**src/rtl/exc_pkg.sv**
```systemverilog
// Shared definitions for the MEM-stage exception scheduler: exception codes,
// exception-flag bit positions and the commit FSM state type.
package exc_pkg;

  localparam logic [4:0] EXC_INT  = 5'h00;
  localparam logic [4:0] EXC_ADEL = 5'h04;
  localparam logic [4:0] EXC_ADES = 5'h05;
  localparam logic [4:0] EXC_SYS  = 5'h08;
  localparam logic [4:0] EXC_BP   = 5'h09;
  localparam logic [4:0] EXC_RI   = 5'h0A;
  localparam logic [4:0] EXC_OV   = 5'h0C;
  localparam logic [4:0] EXC_ERET = 5'h0E;

  localparam int unsigned NUM_EXC_FLAGS = 7;

  // Bit positions inside m_exc_flags, listed in priority order (high first).
  typedef enum logic [2:0] {
    FlagAdelI = 3'd0,
    FlagRi    = 3'd1,
    FlagOv    = 3'd2,
    FlagSys   = 3'd3,
    FlagBp    = 3'd4,
    FlagAdelD = 3'd5,
    FlagAdesD = 3'd6
  } exc_flag_e;

  typedef enum logic [1:0] {
    StIdle     = 2'd0,
    StDrain    = 2'd1,
    StCommit   = 2'd2,
    StRedirect = 2'd3
  } exc_state_e;

endpackage

```
**src/rtl/exc_sched_if.sv**
```systemverilog
// Pipeline <-> exception scheduler signal bundle. The scheduler uses the slave
// modport; the pipeline/CP0 side uses the master modport.
interface exc_sched_if;
  import exc_pkg::*;

  logic                     m_valid;
  logic [31:0]              m_pc;
  logic                     m_indelayslot;
  logic [NUM_EXC_FLAGS-1:0] m_exc_flags;
  logic                     m_eret;
  logic [31:0]              m_badvaddr_i;
  logic [31:0]              m_badvaddr_d;
  logic [5:0]               ext_int;
  logic [31:0]              status;
  logic [31:0]              cause;
  logic [31:0]              epc;
  logic                     dbus_busy;

  logic                     stall;
  logic                     flush;
  logic                     cp0_en;
  logic [4:0]               cp0_exctype;
  logic [31:0]              cp0_pc;
  logic                     cp0_indelayslot;
  logic [31:0]              cp0_badvaddr;
  logic                     redirect_valid;
  logic [31:0]              redirect_pc;
  logic                     drain_timeout;

  modport master (
    output m_valid, m_pc, m_indelayslot, m_exc_flags, m_eret, m_badvaddr_i, m_badvaddr_d,
    output ext_int, status, cause, epc, dbus_busy,
    input  stall, flush, cp0_en, cp0_exctype, cp0_pc, cp0_indelayslot, cp0_badvaddr,
    input  redirect_valid, redirect_pc, drain_timeout
  );

  modport slave (
    input  m_valid, m_pc, m_indelayslot, m_exc_flags, m_eret, m_badvaddr_i, m_badvaddr_d,
    input  ext_int, status, cause, epc, dbus_busy,
    output stall, flush, cp0_en, cp0_exctype, cp0_pc, cp0_indelayslot, cp0_badvaddr,
    output redirect_valid, redirect_pc, drain_timeout
  );

endinterface

```
**src/rtl/exc_prio.sv**
```systemverilog
// Combinational priority resolver: INT > ADEL_I > RI > OV > SYS > BP > ADEL_D/ADES_D > ERET.
// badvaddr is only non-zero for address errors.
module exc_prio
  import exc_pkg::*;
(
  input  logic                     int_pend_i,
  input  logic [NUM_EXC_FLAGS-1:0] flags_i,
  input  logic                     eret_i,
  input  logic [31:0]              badvaddr_fetch_i,
  input  logic [31:0]              badvaddr_data_i,
  output logic                     hit_o,
  output logic [4:0]               exctype_o,
  output logic [31:0]              badvaddr_o,
  output logic                     is_eret_o
);

  always_comb begin
    hit_o      = 1'b1;
    exctype_o  = EXC_INT;
    badvaddr_o = '0;
    is_eret_o  = 1'b0;
    if (int_pend_i) begin
      exctype_o = EXC_INT;
    end else if (flags_i[FlagAdelI]) begin
      exctype_o  = EXC_ADEL;
      badvaddr_o = badvaddr_fetch_i;
    end else if (flags_i[FlagRi]) begin
      exctype_o = EXC_RI;
    end else if (flags_i[FlagOv]) begin
      exctype_o = EXC_OV;
    end else if (flags_i[FlagSys]) begin
      exctype_o = EXC_SYS;
    end else if (flags_i[FlagBp]) begin
      exctype_o = EXC_BP;
    end else if (flags_i[FlagAdelD]) begin
      exctype_o  = EXC_ADEL;
      badvaddr_o = badvaddr_data_i;
    end else if (flags_i[FlagAdesD]) begin
      exctype_o  = EXC_ADES;
      badvaddr_o = badvaddr_data_i;
    end else if (eret_i) begin
      exctype_o = EXC_ERET;
      is_eret_o = 1'b1;
    end else begin
      hit_o = 1'b0;
    end
  end

endmodule

```
**src/rtl/exc_sched.sv**
```systemverilog
// MEM-stage exception/interrupt scheduler: latch, drain data bus, commit to CP0, redirect.
// Optional macro EXC_SCHED_INT_SYNC_EN adds a 2-flop synchronizer on ext_int.
module exc_sched
  import exc_pkg::*;
#(
  parameter logic [31:0] EXC_VECTOR = 32'hBFC0_0380,
  parameter int unsigned DRAIN_MAX  = 255
) (
  input logic        clk,
  input logic        resetn,
  exc_sched_if.slave bus
);

  localparam int unsigned CntW = $clog2(DRAIN_MAX + 1);

  logic [5:0] ext_int_use;

`ifdef EXC_SCHED_INT_SYNC_EN
  logic [5:0] int_meta_q, int_sync_q;

  always_ff @(posedge clk or negedge resetn) begin
    if (!resetn) begin
      int_meta_q <= '0;
      int_sync_q <= '0;
    end else begin
      int_meta_q <= bus.ext_int;
      int_sync_q <= int_meta_q;
    end
  end

  assign ext_int_use = int_sync_q;
`else
  assign ext_int_use = bus.ext_int;
`endif

  logic int_pend, trig;
  logic prio_hit, prio_is_eret;
  logic [4:0]  prio_exctype;
  logic [31:0] prio_badvaddr;

  assign int_pend = bus.status[0] & ~bus.status[1] &
                    (|(bus.status[15:8] & {ext_int_use, bus.cause[9:8]}));

  exc_prio u_exc_prio (
    .int_pend_i       (int_pend),
    .flags_i          (bus.m_exc_flags),
    .eret_i           (bus.m_eret),
    .badvaddr_fetch_i (bus.m_badvaddr_i),
    .badvaddr_data_i  (bus.m_badvaddr_d),
    .hit_o            (prio_hit),
    .exctype_o        (prio_exctype),
    .badvaddr_o       (prio_badvaddr),
    .is_eret_o        (prio_is_eret)
  );

  // Gated by resetn so that stall is already low while reset is asserted.
  assign trig = resetn & bus.m_valid & prio_hit;

  exc_state_e  state_q, state_d;
  logic [CntW-1:0] cnt_q, cnt_d;
  logic        timeout_q, timeout_d;
  logic        latch_en;
  logic [4:0]  exctype_q;
  logic [31:0] pc_q;
  logic        dly_q;
  logic [31:0] badvaddr_q;
  logic        is_eret_q;

  logic stall, flush, cp0_en, redirect;

  always_comb begin
    state_d   = state_q;
    cnt_d     = cnt_q;
    timeout_d = timeout_q;
    latch_en  = 1'b0;
    stall     = 1'b0;
    flush     = 1'b0;
    cp0_en    = 1'b0;
    redirect  = 1'b0;
    unique case (state_q)
      StIdle: begin
        cnt_d = '0;
        if (trig) begin
          stall    = 1'b1;
          latch_en = 1'b1;
          state_d  = bus.dbus_busy ? StDrain : StCommit;
        end
      end
      StDrain: begin
        stall = 1'b1;
        cnt_d = cnt_q + CntW'(1);
        if (!bus.dbus_busy) begin
          state_d = StCommit;
        end else if (cnt_q + CntW'(1) == CntW'(DRAIN_MAX)) begin
          state_d   = StCommit;
          timeout_d = 1'b1;
        end
      end
      StCommit: begin
        stall   = 1'b1;
        cp0_en  = 1'b1;
        cnt_d   = '0;
        state_d = StRedirect;
      end
      StRedirect: begin
        flush    = 1'b1;
        redirect = 1'b1;
        state_d  = StIdle;
      end
      default: state_d = StIdle;
    endcase
  end

  always_ff @(posedge clk or negedge resetn) begin
    if (!resetn) begin
      state_q    <= StIdle;
      cnt_q      <= '0;
      timeout_q  <= 1'b0;
      exctype_q  <= '0;
      pc_q       <= '0;
      dly_q      <= 1'b0;
      badvaddr_q <= '0;
      is_eret_q  <= 1'b0;
    end else begin
      state_q   <= state_d;
      cnt_q     <= cnt_d;
      timeout_q <= timeout_d;
      if (latch_en) begin
        exctype_q  <= prio_exctype;
        pc_q       <= bus.m_pc;
        dly_q      <= bus.m_indelayslot;
        badvaddr_q <= prio_badvaddr;
        is_eret_q  <= prio_is_eret;
      end
    end
  end

  assign bus.stall           = stall;
  assign bus.flush           = flush;
  assign bus.cp0_en          = cp0_en;
  assign bus.cp0_exctype     = cp0_en ? exctype_q : '0;
  assign bus.cp0_pc          = cp0_en ? pc_q : '0;
  assign bus.cp0_indelayslot = cp0_en & dly_q;
  assign bus.cp0_badvaddr    = cp0_en ? badvaddr_q : '0;
  assign bus.redirect_valid  = redirect;
  // epc is read live here so an ERET sees the value CP0 holds after the commit cycle.
  assign bus.redirect_pc     = redirect ? (is_eret_q ? bus.epc : EXC_VECTOR) : '0;
  assign bus.drain_timeout   = timeout_q;

  logic unused_bits;
  assign unused_bits = ^{bus.status[31:16], bus.status[7:2], bus.cause[31:10], bus.cause[7:0]};

endmodule

```
**src/flat_wrapper.sv**
```systemverilog
// flat-port wrapper written by rule: the top's interface ports become plain ports
module exc_sched_flat import exc_pkg::*;
#(
  parameter logic [31:0] EXC_VECTOR = 32'hBFC0_0380,
  parameter int unsigned DRAIN_MAX  = 255
)
  (clk, resetn, bus_m_valid, bus_m_pc, bus_m_indelayslot, bus_m_exc_flags, bus_m_eret, bus_m_badvaddr_i, bus_m_badvaddr_d, bus_ext_int, bus_status, bus_cause, bus_epc, bus_dbus_busy, bus_stall, bus_flush, bus_cp0_en, bus_cp0_exctype, bus_cp0_pc, bus_cp0_indelayslot, bus_cp0_badvaddr, bus_redirect_valid, bus_redirect_pc, bus_drain_timeout);
  exc_sched_if bus_i ();
  input logic clk;
  input logic resetn;
  input wire logic [$bits(bus_i.m_valid)-1:0] bus_m_valid;
  input wire logic [$bits(bus_i.m_pc)-1:0] bus_m_pc;
  input wire logic [$bits(bus_i.m_indelayslot)-1:0] bus_m_indelayslot;
  input wire logic [$bits(bus_i.m_exc_flags)-1:0] bus_m_exc_flags;
  input wire logic [$bits(bus_i.m_eret)-1:0] bus_m_eret;
  input wire logic [$bits(bus_i.m_badvaddr_i)-1:0] bus_m_badvaddr_i;
  input wire logic [$bits(bus_i.m_badvaddr_d)-1:0] bus_m_badvaddr_d;
  input wire logic [$bits(bus_i.ext_int)-1:0] bus_ext_int;
  input wire logic [$bits(bus_i.status)-1:0] bus_status;
  input wire logic [$bits(bus_i.cause)-1:0] bus_cause;
  input wire logic [$bits(bus_i.epc)-1:0] bus_epc;
  input wire logic [$bits(bus_i.dbus_busy)-1:0] bus_dbus_busy;
  output wire logic [$bits(bus_i.stall)-1:0] bus_stall;
  output wire logic [$bits(bus_i.flush)-1:0] bus_flush;
  output wire logic [$bits(bus_i.cp0_en)-1:0] bus_cp0_en;
  output wire logic [$bits(bus_i.cp0_exctype)-1:0] bus_cp0_exctype;
  output wire logic [$bits(bus_i.cp0_pc)-1:0] bus_cp0_pc;
  output wire logic [$bits(bus_i.cp0_indelayslot)-1:0] bus_cp0_indelayslot;
  output wire logic [$bits(bus_i.cp0_badvaddr)-1:0] bus_cp0_badvaddr;
  output wire logic [$bits(bus_i.redirect_valid)-1:0] bus_redirect_valid;
  output wire logic [$bits(bus_i.redirect_pc)-1:0] bus_redirect_pc;
  output wire logic [$bits(bus_i.drain_timeout)-1:0] bus_drain_timeout;
  assign bus_i.m_valid = bus_m_valid;
  assign bus_i.m_pc = bus_m_pc;
  assign bus_i.m_indelayslot = bus_m_indelayslot;
  assign bus_i.m_exc_flags = bus_m_exc_flags;
  assign bus_i.m_eret = bus_m_eret;
  assign bus_i.m_badvaddr_i = bus_m_badvaddr_i;
  assign bus_i.m_badvaddr_d = bus_m_badvaddr_d;
  assign bus_i.ext_int = bus_ext_int;
  assign bus_i.status = bus_status;
  assign bus_i.cause = bus_cause;
  assign bus_i.epc = bus_epc;
  assign bus_i.dbus_busy = bus_dbus_busy;
  assign bus_stall = bus_i.stall;
  assign bus_flush = bus_i.flush;
  assign bus_cp0_en = bus_i.cp0_en;
  assign bus_cp0_exctype = bus_i.cp0_exctype;
  assign bus_cp0_pc = bus_i.cp0_pc;
  assign bus_cp0_indelayslot = bus_i.cp0_indelayslot;
  assign bus_cp0_badvaddr = bus_i.cp0_badvaddr;
  assign bus_redirect_valid = bus_i.redirect_valid;
  assign bus_redirect_pc = bus_i.redirect_pc;
  assign bus_drain_timeout = bus_i.drain_timeout;
  exc_sched #(.EXC_VECTOR(EXC_VECTOR), .DRAIN_MAX(DRAIN_MAX)) u_core (.clk(clk), .resetn(resetn), .bus(bus_i));
endmodule
```
**config.mk**
```make
export PLATFORM = sky130hd
export DESIGN_NAME = exc_sched_flat
export DESIGN_NICKNAME = d
export VERILOG_FILES = /design/src/rtl/exc_pkg.sv /design/src/rtl/exc_sched_if.sv /design/src/rtl/exc_prio.sv /design/src/rtl/exc_sched.sv /design/src/flat_wrapper.sv
export SDC_FILE = /design/constraint.sdc
export NUM_CORES = 1
export LEC_CHECK = 0
export CAP_MARGIN = 40
export CELL_PAD_IN_SITES_DETAIL_PLACEMENT = 1
export CELL_PAD_IN_SITES_GLOBAL_PLACEMENT = 1
export CORE_MARGIN = 2
export CORE_UTILIZATION = 22
export CTS_BUF_LIST = sky130_fd_sc_hd__clkbuf_16
export DETAILED_ROUTE_END_ITERATION = 6
export PLACE_DENSITY_LB_ADDON = 0.1
export SLEW_MARGIN = 25
export SYNTH_ARGS = -nofsm -noshare
export SYNTH_HDL_FRONTEND = slang
export SYNTH_SLANG_ARGS = --single-unit
```
**constraint.sdc**
```tcl
create_clock -name clk -period 1.8 [get_ports clk]
set_clock_uncertainty 0.1 [all_clocks]
set_input_delay 0.18 -clock clk [delete_from_list [all_inputs] [get_ports clk]]
set_output_delay 0.18 -clock clk [all_outputs]
set_load 0.02 [all_outputs]
```
==> results of run 1 <==
## worst max-delay path, stage by stage
cell	delay (ns)
buf_8	0.10
or3_4	0.38
or3_4	0.36
o31ai_4	0.33
buf_6	0.21
buf_12	0.12
buf_12	0.12
mux2_4	0.30
## layout make-up
cell class                      count  share of cell area (%)
Clock buffer                        9                    2.37
Sequential cell                    81                    21.3
Inverter                           18                   0.710
Tap cell                          270                    3.55
Timing Repair Buffer              344                    38.9
Multi-Input combinational cell    322                    32.3
Clock inverter                      7                   0.881
## stage by stage
step                      hold WS, ns  TNS [ns]  power, mW  utilization, %
after floorplan                -0.216     -3.62       5.63               -
after global placement          0.353    -68.13       8.08            38.5
after detailed placement        0.340    -72.03       8.27            38.5
after CTS                       0.138    -13.84       10.4            39.9
after global routing            0.126    -26.70       12.9            47.2
final                           0.115    -15.44       12.2            47.2
## how the worst max path moves through the flow
stage	startpoint	end	slack [ns]	cells past startpoint
floorplan	bus_m_exc_flags[3]	u_core.pc_q[21]	-0.14	6
global placement	bus_m_exc_flags[3]	u_core.pc_q[1]	-0.77	7
detailed placement	bus_m_exc_flags[3]	u_core.pc_q[22]	-0.81	7
CTS	u_core.state_q[0]	bus_stall	-0.19	7
global route	bus_m_exc_flags[3]	u_core.pc_q[22]	-0.22	8
finish	bus_m_exc_flags[3]	u_core.pc_q[22]	-0.18	8
## where the power goes
group / internal (mW) / switching (mW)
Sequential: 2.62 / 0.513
Combinational: 3.91 / 3.23
Clock: 1.10 / 0.856
Total: 7.64 / 4.60
## per-layer routing
| metal | vias to the layer above | wire (microns) |
|---|---|---|
| li1 | 2267 | - |
| met1 | 2409 | 7910 |
| met5 | - | 13 |
| met3 | 32 | 1700 |
| met4 | 2 | 446 |
| met2 | 197 | 10800 |
## repair_timing
item | in CTS | in global routing
buffers inserted | 6 | 13
pin swaps | 11 | 24
hold endpoints to repair | 81 | 0
hold buffers | 1 | 0
gates resized for setup | 511 | 289
endpoints found under the setup margin | 183 | 178
cloned | 2 | 16
## registers in the layout, indices dropped and copies added, names as in the netlist
register / cells
u_core.badvaddr_q: 32
u_core.bus.drain_timeout: 1
u_core.cnt_q: 8
u_core.dly_q: 1
u_core.exctype_q: 4
u_core.is_eret_q: 1
u_core.pc_q: 32
u_core.state_q: 2
## cell usage in the layout, fill, tap and decap left out, types with 8 or more instances in the layout
| cell | synthesis | routed |
|---|---|---|
| dfrtp_1 | 81 | 79 |
| mux2_4 | 0 | 24 |
| o31ai_1 | 36 | 8 |
| a21boi_1 | 0 | 8 |
| buf_6 | 3 | 80 |
| nor2_1 | 13 | 10 |
| a22oi_1 | 36 | 31 |
| and3_4 | 0 | 11 |
| o31ai_4 | 0 | 15 |
| buf_4 | 3 | 66 |
| and2_4 | 0 | 45 |
| and3_1 | 22 | 11 |
| inv_1 | 18 | 15 |
| nand2_1 | 47 | 42 |
| clkbuf_16 | 0 | 20 |
| dlymetal6s2s_1 | 0 | 8 |
| buf_12 | 0 | 13 |
| o31ai_2 | 1 | 14 |
| and2_1 | 69 | 24 |
| mux2_2 | 25 | 8 |
| clkdlybuf4s50_1 | 0 | 147 |
| buf_2 | 11 | 11 |
## cells by family (layout without fill, tap and decap cells)
| kind of cell | count (synthesis) | after routing |
|---|---|---|
| multiplexers | 36 | 36 |
| XOR/XNOR | 1 | 1 |
| AO/OA/AOI/OAI | 112 | 112 |
| other | 1 | 1 |
| flip-flops | 81 | 81 |
| buffers and inverters | 59 | 378 |
| AND/OR/NAND/NOR | 165 | 165 |
| adder cells (fa/ha/maj) | 7 | 7 |
==> flow_metrics.tcl, run 1 <==
set metrics [dict create \
    grt_pass1_vias 5028 \
    fin_cells 1051 \
    start_util_pct 22.3 \
    finalSetupViolCount 172 \
    worstHoldStart "bus_m_exc_flags[3]" \
    pre_cts_slack_ns -0.813 \
    antenna_found_initial 1 \
    synth_top_family_by_area "simple AND/OR/NAND/NOR gates" \
    r2r_start "u_core.state_q[1]" \
    cts.sinks 81 \
    wirelength_mm 20.9 \
    slew_viol_final 0 \
    period_share_pct 110 \
    reg2reg_depth 8 \
    detail-route-antenna-nets 0 \
    drc 0 \
    synth_top_cells_by_count "dfrtp_1 (81), and2_1 (69), nand2_1 (47)" \
    r2r_slack_ns -0.12 \
    syn_nets 680 \
    die_x_microns 147 \
    cts_buffers 9 \
    dr.pass1.iters 4 \
    fin_area_sq_um 9520 \
    fin_ws_ns -0.177 \
    power.density_nw_per_um2 1290 \
    ys_seq_area_share_pct 45.1 \
    io_buffers 264 \
    endpoint_kind "flip-flop" \
    yosys.area_share.simple_pct 19.6 \
    num_rows 52 \
    synth-main-ff-cell "dfrtp_1" \
    synthAdderAreaFrac_pct 1.95 \
    top_usage_layer "met2" \
    ys_types 38 \
    min_delay_worst_endpoint "u_core.exctype_q[0]" \
    viasPerCell 4.67 \
    grt_setup_unrepaired "true" \
    dpl.cell_count 1000 \
    hold_depth 4 \
    route.vias.total 4907 \
    rr_endpoint "u_core.exctype_q[1]" \
    yosysMostFrequentCell "dfrtp_1" \
    crit_fanout 6 \
    die_h_microns 147 \
    synth-xor-area-share_pct 0.195 \
    yosys-top-cells-area "dfrtp_1 (45%), and2_1 (9.6%), mux2_2 (6.3%)" \
    drive_above_1_share_pct 46.9 \
    io_pins 318 \
    grt_pass1_wl_mm 27.7 \
    cap_violations 0 \
    dpl.hpwl_mm 13.2 \
    cp-start-kind "input port" \
    htreeDepth 3 \
    yosysWarnings 0 \
    clk_path_buf_depth 2 \
    yosys.area.top_type_share_pct 45.1 \
    clock_latency_ns 0.34 \
    clkTransAtPathRegs_ns 0.06 \
    grt_usage_pct 16.3 \
    met1_usage_pct 18.4 \
    peakVddDrop_mv 0.543 \
    globalplace.congestion 0.774 \
    overflow 0 \
    drt-wirelength-per-cell_microns 19.9 \
    yosysTopAreaCell "dfrtp_1" \
    antenna_cells 0 \
    hold_path.class "input port to flip-flop" \
    cp.arrival_ns 2.11 \
    violations "negative setup slack" \
    synth-async-reset-ratio_pct 100 \
    muxShareOfSynthArea_pct 8.93 \
    period_minus_slack_ns 1.98 \
    synth-edff-count 0 \
    detail_route.iter0.violations 131 \
    ys_seq_elements 81 \
    synthCells 462 \
    grt_max_degree 82 \
    area_delta_synth_final_pct 111 \
    synth_area_sq_um 4500 \
    cts_root_buf "clkbuf_16" \
    multi_input_area_sq_um 3070 \
    placed_area_sq_um 7770 \
    hold_viol_final 0 \
    p_leak_nw 4.31 \
    status "complete, but fails checks" \
    grt.met2_usage_pct 28.5 \
    n_fill_cell 2160 \
    final_nets 994 \
    max_clock_freq_mhz 506 \
    core_sq_um 20200 \
    gr-usage-met3_pct 6.55 \
    worstSetupPathType "input port to flip-flop" \
    cts_tree "done" \
    cp.required_ns 1.93 \
    seq_area_sq_um 2030 \
    synth_compound_area_share_pct 18.2 \
    avgSynthCellArea_sq_um 9.74 \
    fp.dieArea_sq_um 21600 \
]
No activity file was read; power rests on OpenSTA's default activity.
==> run 2, diff against run 1 <==
CORE_ASPECT_RATIO = 1.4   (was not set)
MAX_ROUTING_LAYER = met4   (was not set)
PLACE_DENSITY = 0.84   (was not set)
PLACE_DENSITY_LB_ADDON = not set   (was 0.1)
==> run 2 against run 1 <==
Effect of this change: the flow still finishes with violations (negative setup slack); flip-flop and latch count stayed put; utilization is 2.4 points higher; global-route usage is 1.3 points higher; worst setup slack worse by 0.013 ns; combinational power is 9.0% higher; register-to-register slack worse by 0.05 ns; worst hold slack better by 0.033 ns; critical path type is now flip-flop to output pin; largest power group unchanged.
==> flow_metrics.tcl, run 2 (synthesis results as in run 1) <==
set metrics [dict create \
    seq_area_sq_um 2030 \
    finalSetupViolCount 177 \
    io_buffers 264 \
    cap_violations 0 \
    clk_path_buf_depth 2 \
    power.density_nw_per_um2 1330 \
    pre_cts_slack_ns -0.894 \
    n_fill_cell 2071 \
    grt_pass1_vias 5342 \
    maxSlewHeadroom_pct 58.1 \
    r2r_slack_ns -0.17 \
    final_cell_mix "clkdlybuf4s50_1 (136), buf_6 (87), dfrtp_1 (81)" \
    max_clock_freq_mhz 502 \
    final_nets 1008 \
    grt_usage_pct 17.7 \
    cp.required_ns 1.52 \
    period_share_pct 111 \
    reg_top3 "u_core.badvaddr_q (32), u_core.pc_q (32), u_core.cnt_q (8)" \
    hold_viol_final 0 \
    fin_ws_ns -0.191 \
    cts_buffers 9 \
    crit_fanout 8 \
    dpl.hpwl_mm 13.3 \
    status "complete, but fails checks" \
    drc 0 \
    min_delay_worst_endpoint "u_core.exctype_q[0]" \
    core_sq_um 20000 \
    route.vias.total 4981 \
    dpl.cell_count 991 \
    cp.arrival_ns 1.71 \
    cts_tree "done" \
    slew_viol_final 0 \
    cp-start-kind "flip-flop" \
    dr.max_layer_used "met4" \
    start_util_pct 22.5 \
    area_delta_synth_final_pct 120 \
    detail-route-antenna-nets 0 \
    wl_met3_mm 1.26 \
    cts_root_buf "clkbuf_16" \
    placed_area_sq_um 7780 \
    whs_ns 0.148 \
    antenna_found_initial 2 \
    dr.pass1.iters 4 \
    period_minus_slack_ns 1.99 \
    rr_endpoint "u_core.pc_q[26]" \
    r2r_start "u_core.state_q[0]" \
    wl_met2_mm 11.6 \
    grt_max_degree 46 \
    layout_commonest_cell "clkdlybuf4s50_1" \
    htreeDepth 3 \
    fin_cells 1049 \
    overflow 0 \
    violations "negative setup slack" \
    wirelength_mm 20.8 \
    num_rows 61 \
    viasPerCell 4.75 \
    power_mw 13.2 \
    grt_setup_unrepaired "true" \
    globalplace.congestion 0.815 \
    hold_path.class "input port to flip-flop" \
    die_h_microns 173 \
    clock_latency_ns 0.34 \
    p_leak_nw 4.54 \
    cts.sinks 81 \
    worst_pin_slew_ns 0.628 \
    fp.dieArea_sq_um 21600 \
    final_util_pct 49.6 \
    reg2reg_depth 9 \
    fin_area_sq_um 9920 \
    grt_pass1_wl_mm 29.4 \
    detail_route.iter0.violations 166 \
    fin_tns_setup_ns -19.03 \
    peakVddDrop_mv 0.486 \
    worstSetupPathType "flip-flop to output pin" \
    met1_length_mm 7.53 \
    worstHoldStart "bus_m_exc_flags[2]" \
    die_x_microns 125 \
    clkTransAtPathRegs_ns 0.07 \
    crit_path_start "u_core.state_q[1]" \
    drt-wirelength-per-cell_microns 19.8 \
    hold_depth 4 \
    drive_above_1_share_pct 51.7 \
    io_pins 318 \
    multi_input_area_sq_um 3310 \
    endpoint_kind "output pin" \
]
-- run 2: metal layers --
layer | track usage [%] | vias to the layer above
met5 | - | -
met4 | 5.23 | 0
met3 | 3.77 | 36
met2 | 32.7 | 215
met1 | 18.9 | 2441
li1 | - | 2289
-- run 2: area by class of cell --
cell class              instances  share of cell area (%)
clock inverters                 7                    1.34
inverters                      18                   0.681
well taps                     252                    3.18
multi-input cells             322                    33.4
repair buffers                358                    38.7
diodes                          2                  0.0504
clock buffers                   9                    2.27
flip-flops and latches         81                    20.4
-- run 2: how the worst max path moves through the flow --
stage,depth (start not counted),end,slack [ns]
after floorplan,6,u_core.pc_q[21],-0.14
after global placement,8,u_core.badvaddr_q[17],-0.86
after detailed placement,8,u_core.badvaddr_q[21],-0.89
after CTS,7,bus_stall,-0.19
after global routing,6,bus_cp0_badvaddr[26],-0.25
final,6,bus_cp0_badvaddr[26],-0.19
-- run 2: critical path, cell delays in order (launching register included) --
cell and delay, ns:
dfrtp_1 0.41, buf_6 0.12, ha_4 0.29, buf_12 0.17, buf_6 0.10, and2_4 0.14, buf_6 0.12
-- run 2: report_power, final --
part           leakage (nW)  switching (mW)  internal [mW]
Clock                 0.174           0.843           1.38
Sequential             1.03           0.610           2.62
Combinational          3.33            3.42           4.37
-- run 2: what timing repair did --
action | in CTS | in global routing
endpoints found under the hold margin | 12 | 0
gates resized for setup | 638 | 243
cloned | 9 | 9
buffers inserted | 19 | 6
endpoints found under the setup margin | 183 | 181
pin swaps | 33 | 12
hold buffers | 1 | 0
==> run 3, diff against run 2 <==
CORE_UTILIZATION = 25   (was 22)
PLACE_DENSITY = 0.89   (was 0.84)
clock period = 1.97 ns   (was 1.8 ns; I/O delays follow)
==> run 3 against run 2 <==
Effect of this change: the flow still finishes with violations (negative setup slack); largest power group unchanged; final cell count is 4.9% lower; utilization is 4.0 points lower; first-iteration DRC count is 14% lower; flip-flop and latch count stayed put; critical path depth is 2 higher; non-clock buffer count is 39 lower; sequential power is 14% lower; die area is 12% lower; total power is 29% lower; via count is 7.1% lower; worst hold slack better by 0.024 ns; combinational power is 36% lower.
==> flow_metrics.tcl, run 3 (synthesis results as in run 1) <==
set metrics [dict create \
    fin_tns_setup_ns -0.00503 \
    power.density_nw_per_um2 1160 \
    grt_setup_unrepaired "true" \
    fin_cells 998 \
    violations "negative setup slack" \
    clock_latency_ns 0.34 \
    max_clock_freq_mhz 506 \
    final_nets 969 \
    crit_fanout 8 \
    num_rows 58 \
    fin_ws_ns -0.00503 \
    route.vias.total 4628 \
    dpl.cell_count 966 \
    fin_area_sq_um 8110 \
    dpl.hpwl_mm 13.5 \
    clkTransAtPathRegs_ns 0.08 \
    cp-start-kind "flip-flop" \
    io_pins 318 \
    cap_violations 0 \
    peakVddDrop_mv 0.488 \
    endpoint_kind "flip-flop" \
    grt_max_degree 44 \
    period_share_pct 100 \
    hold_path.class "input port to flip-flop" \
    p_leak_nw 3.85 \
    cts.sinks 81 \
    cp.arrival_ns 2.08 \
    crit_family "buffers and inverters" \
    clk_path_buf_depth 2 \
    whs_ns 0.172 \
    start_util_pct 25.3 \
    antenna_found_initial 2 \
    hold_viol_final 0 \
    fp.dieArea_sq_um 19100 \
    status "complete, but fails checks" \
    drt-wirelength-per-cell_microns 18.5 \
    grt_usage_pct 18.9 \
    cts_buffers 9 \
    detail_route.iter0.violations 142 \
    maxSlewHeadroom_pct 60.2 \
    detail-route-antenna-nets 0 \
    final_cell_mix "clkdlybuf4s50_1 (135), dfrtp_1 (80), buf_2 (51)" \
    worstSetupPathType "flip-flop to flip-flop" \
    grt_pass1_wl_mm 27.7 \
    finalSetupViolCount 1 \
    area_delta_synth_final_pct 80.3 \
    io_buffers 264 \
    dr.pass1.iters 4 \
    die_h_microns 163 \
    htreeDepth 3 \
    layout_commonest_cell "clkdlybuf4s50_1" \
    slew_viol_final 0 \
    grt_pass1_vias 5120 \
    die_x_microns 117 \
    core_sq_um 17800 \
    crit_chain "inv_2 -> ha_4 -> and3_4 -> o31ai_4 -> buf_6 -> buf_12 -> buf_4 -> o41ai_1" \
    cts_root_buf "clkbuf_16" \
    drive_above_1_share_pct 32.9 \
    worst_pin_slew_ns 0.596 \
    wirelength_mm 18.4 \
    placed_area_sq_um 7700 \
    crit_buf_inv 4 \
    final_util_pct 45.6 \
    max_stage_delay_ns 0.43 \
    cts_tree "done" \
    cp.required_ns 2.07 \
    overflow 0 \
    period_minus_slack_ns 1.98 \
    slowest_stage "dfrtp_2" \
    viasPerCell 4.64 \
    globalplace.congestion 0.853 \
    drc 0 \
    reg_top3 "u_core.badvaddr_q (32), u_core.pc_q (32), u_core.cnt_q (8)" \
]
==> run 3: area by class of cell <==
cell class              count  area [sq um]
well taps                 240           300
diodes                      2          5.00
flip-flops and latches     81          2030
clock buffers               9           225
clock inverters             7          51.3
multi-input cells         322          2460
inverters                  18          67.6
fillers                  1983          9670
repair buffers            319          2970
==> run 3: per-layer routing <==
layer	vias to the layer above	part of all wire, %	track usage, %
met4	0	2.1	4.98
met2	157	55	34.8
li1	2202	-	-
met1	2238	38	20.9
met3	31	4.8	3.75
met5	-	0	-
==> run 3: path summary, 6_finish.rpt <==
check | start | slack [ns] | cells after the start | to
hold reg to reg | u_core.exctype_q[2] | 0.37 | 2 | u_core.exctype_q[2]
hold / removal | bus_m_exc_flags[2] | 0.17 | 4 | u_core.exctype_q[0]
setup / recovery | u_core.state_q[1] | -0.005 | 8 | u_core.exctype_q[1]
min in group asynchronous | resetn | 0.42 | 4 | u_core.dly_q
max in group asynchronous | resetn | 0.77 | 4 | u_core.badvaddr_q[27]
setup reg to reg | u_core.state_q[1] | -0.005 | 8 | u_core.exctype_q[1]
==> run 3: power by group <==
part / total [mW] / internal, mW / switching (mW)
Combinational: 4.96 / 2.49 / 2.48
Clock: 1.62 / 0.867 / 0.749
Sequential: 2.79 / 2.39 / 0.401
Total: 9.37 / 5.74 / 3.63
==> run 3: worst reg2reg max path: stages, from the launching register on <==
cell,delay (ns)
dfrtp_2,0.43
inv_2,0.09
ha_4,0.14
and3_4,0.19
o31ai_4,0.08
buf_6,0.15
buf_12,0.14
buf_4,0.15
o41ai_1,0.37
==> run 3: what timing repair did <==
| item | 4_1_cts | 5_1_grt |
|---|---|---|
| resized for setup | 452 | 112 |
| setup buffers | 8 | 1 |
| pin swaps | 8 | 6 |
| setup endpoints to repair | 176 | 101 |
| hold buffers | 2 | 0 |
| hold endpoints to repair | 38 | 0 |
| gates cloned | 3 | 2 |
==> run 3: stage by stage <==
stage	total power [mW]	worst slack, ns
finish	9.37	-0.00503
detailed placement	7.43	-0.657
global placement	7.21	-0.603
CTS	9.03	-0.0385
floorplan	5.08	-0.00801
global route	9.97	-0.0721
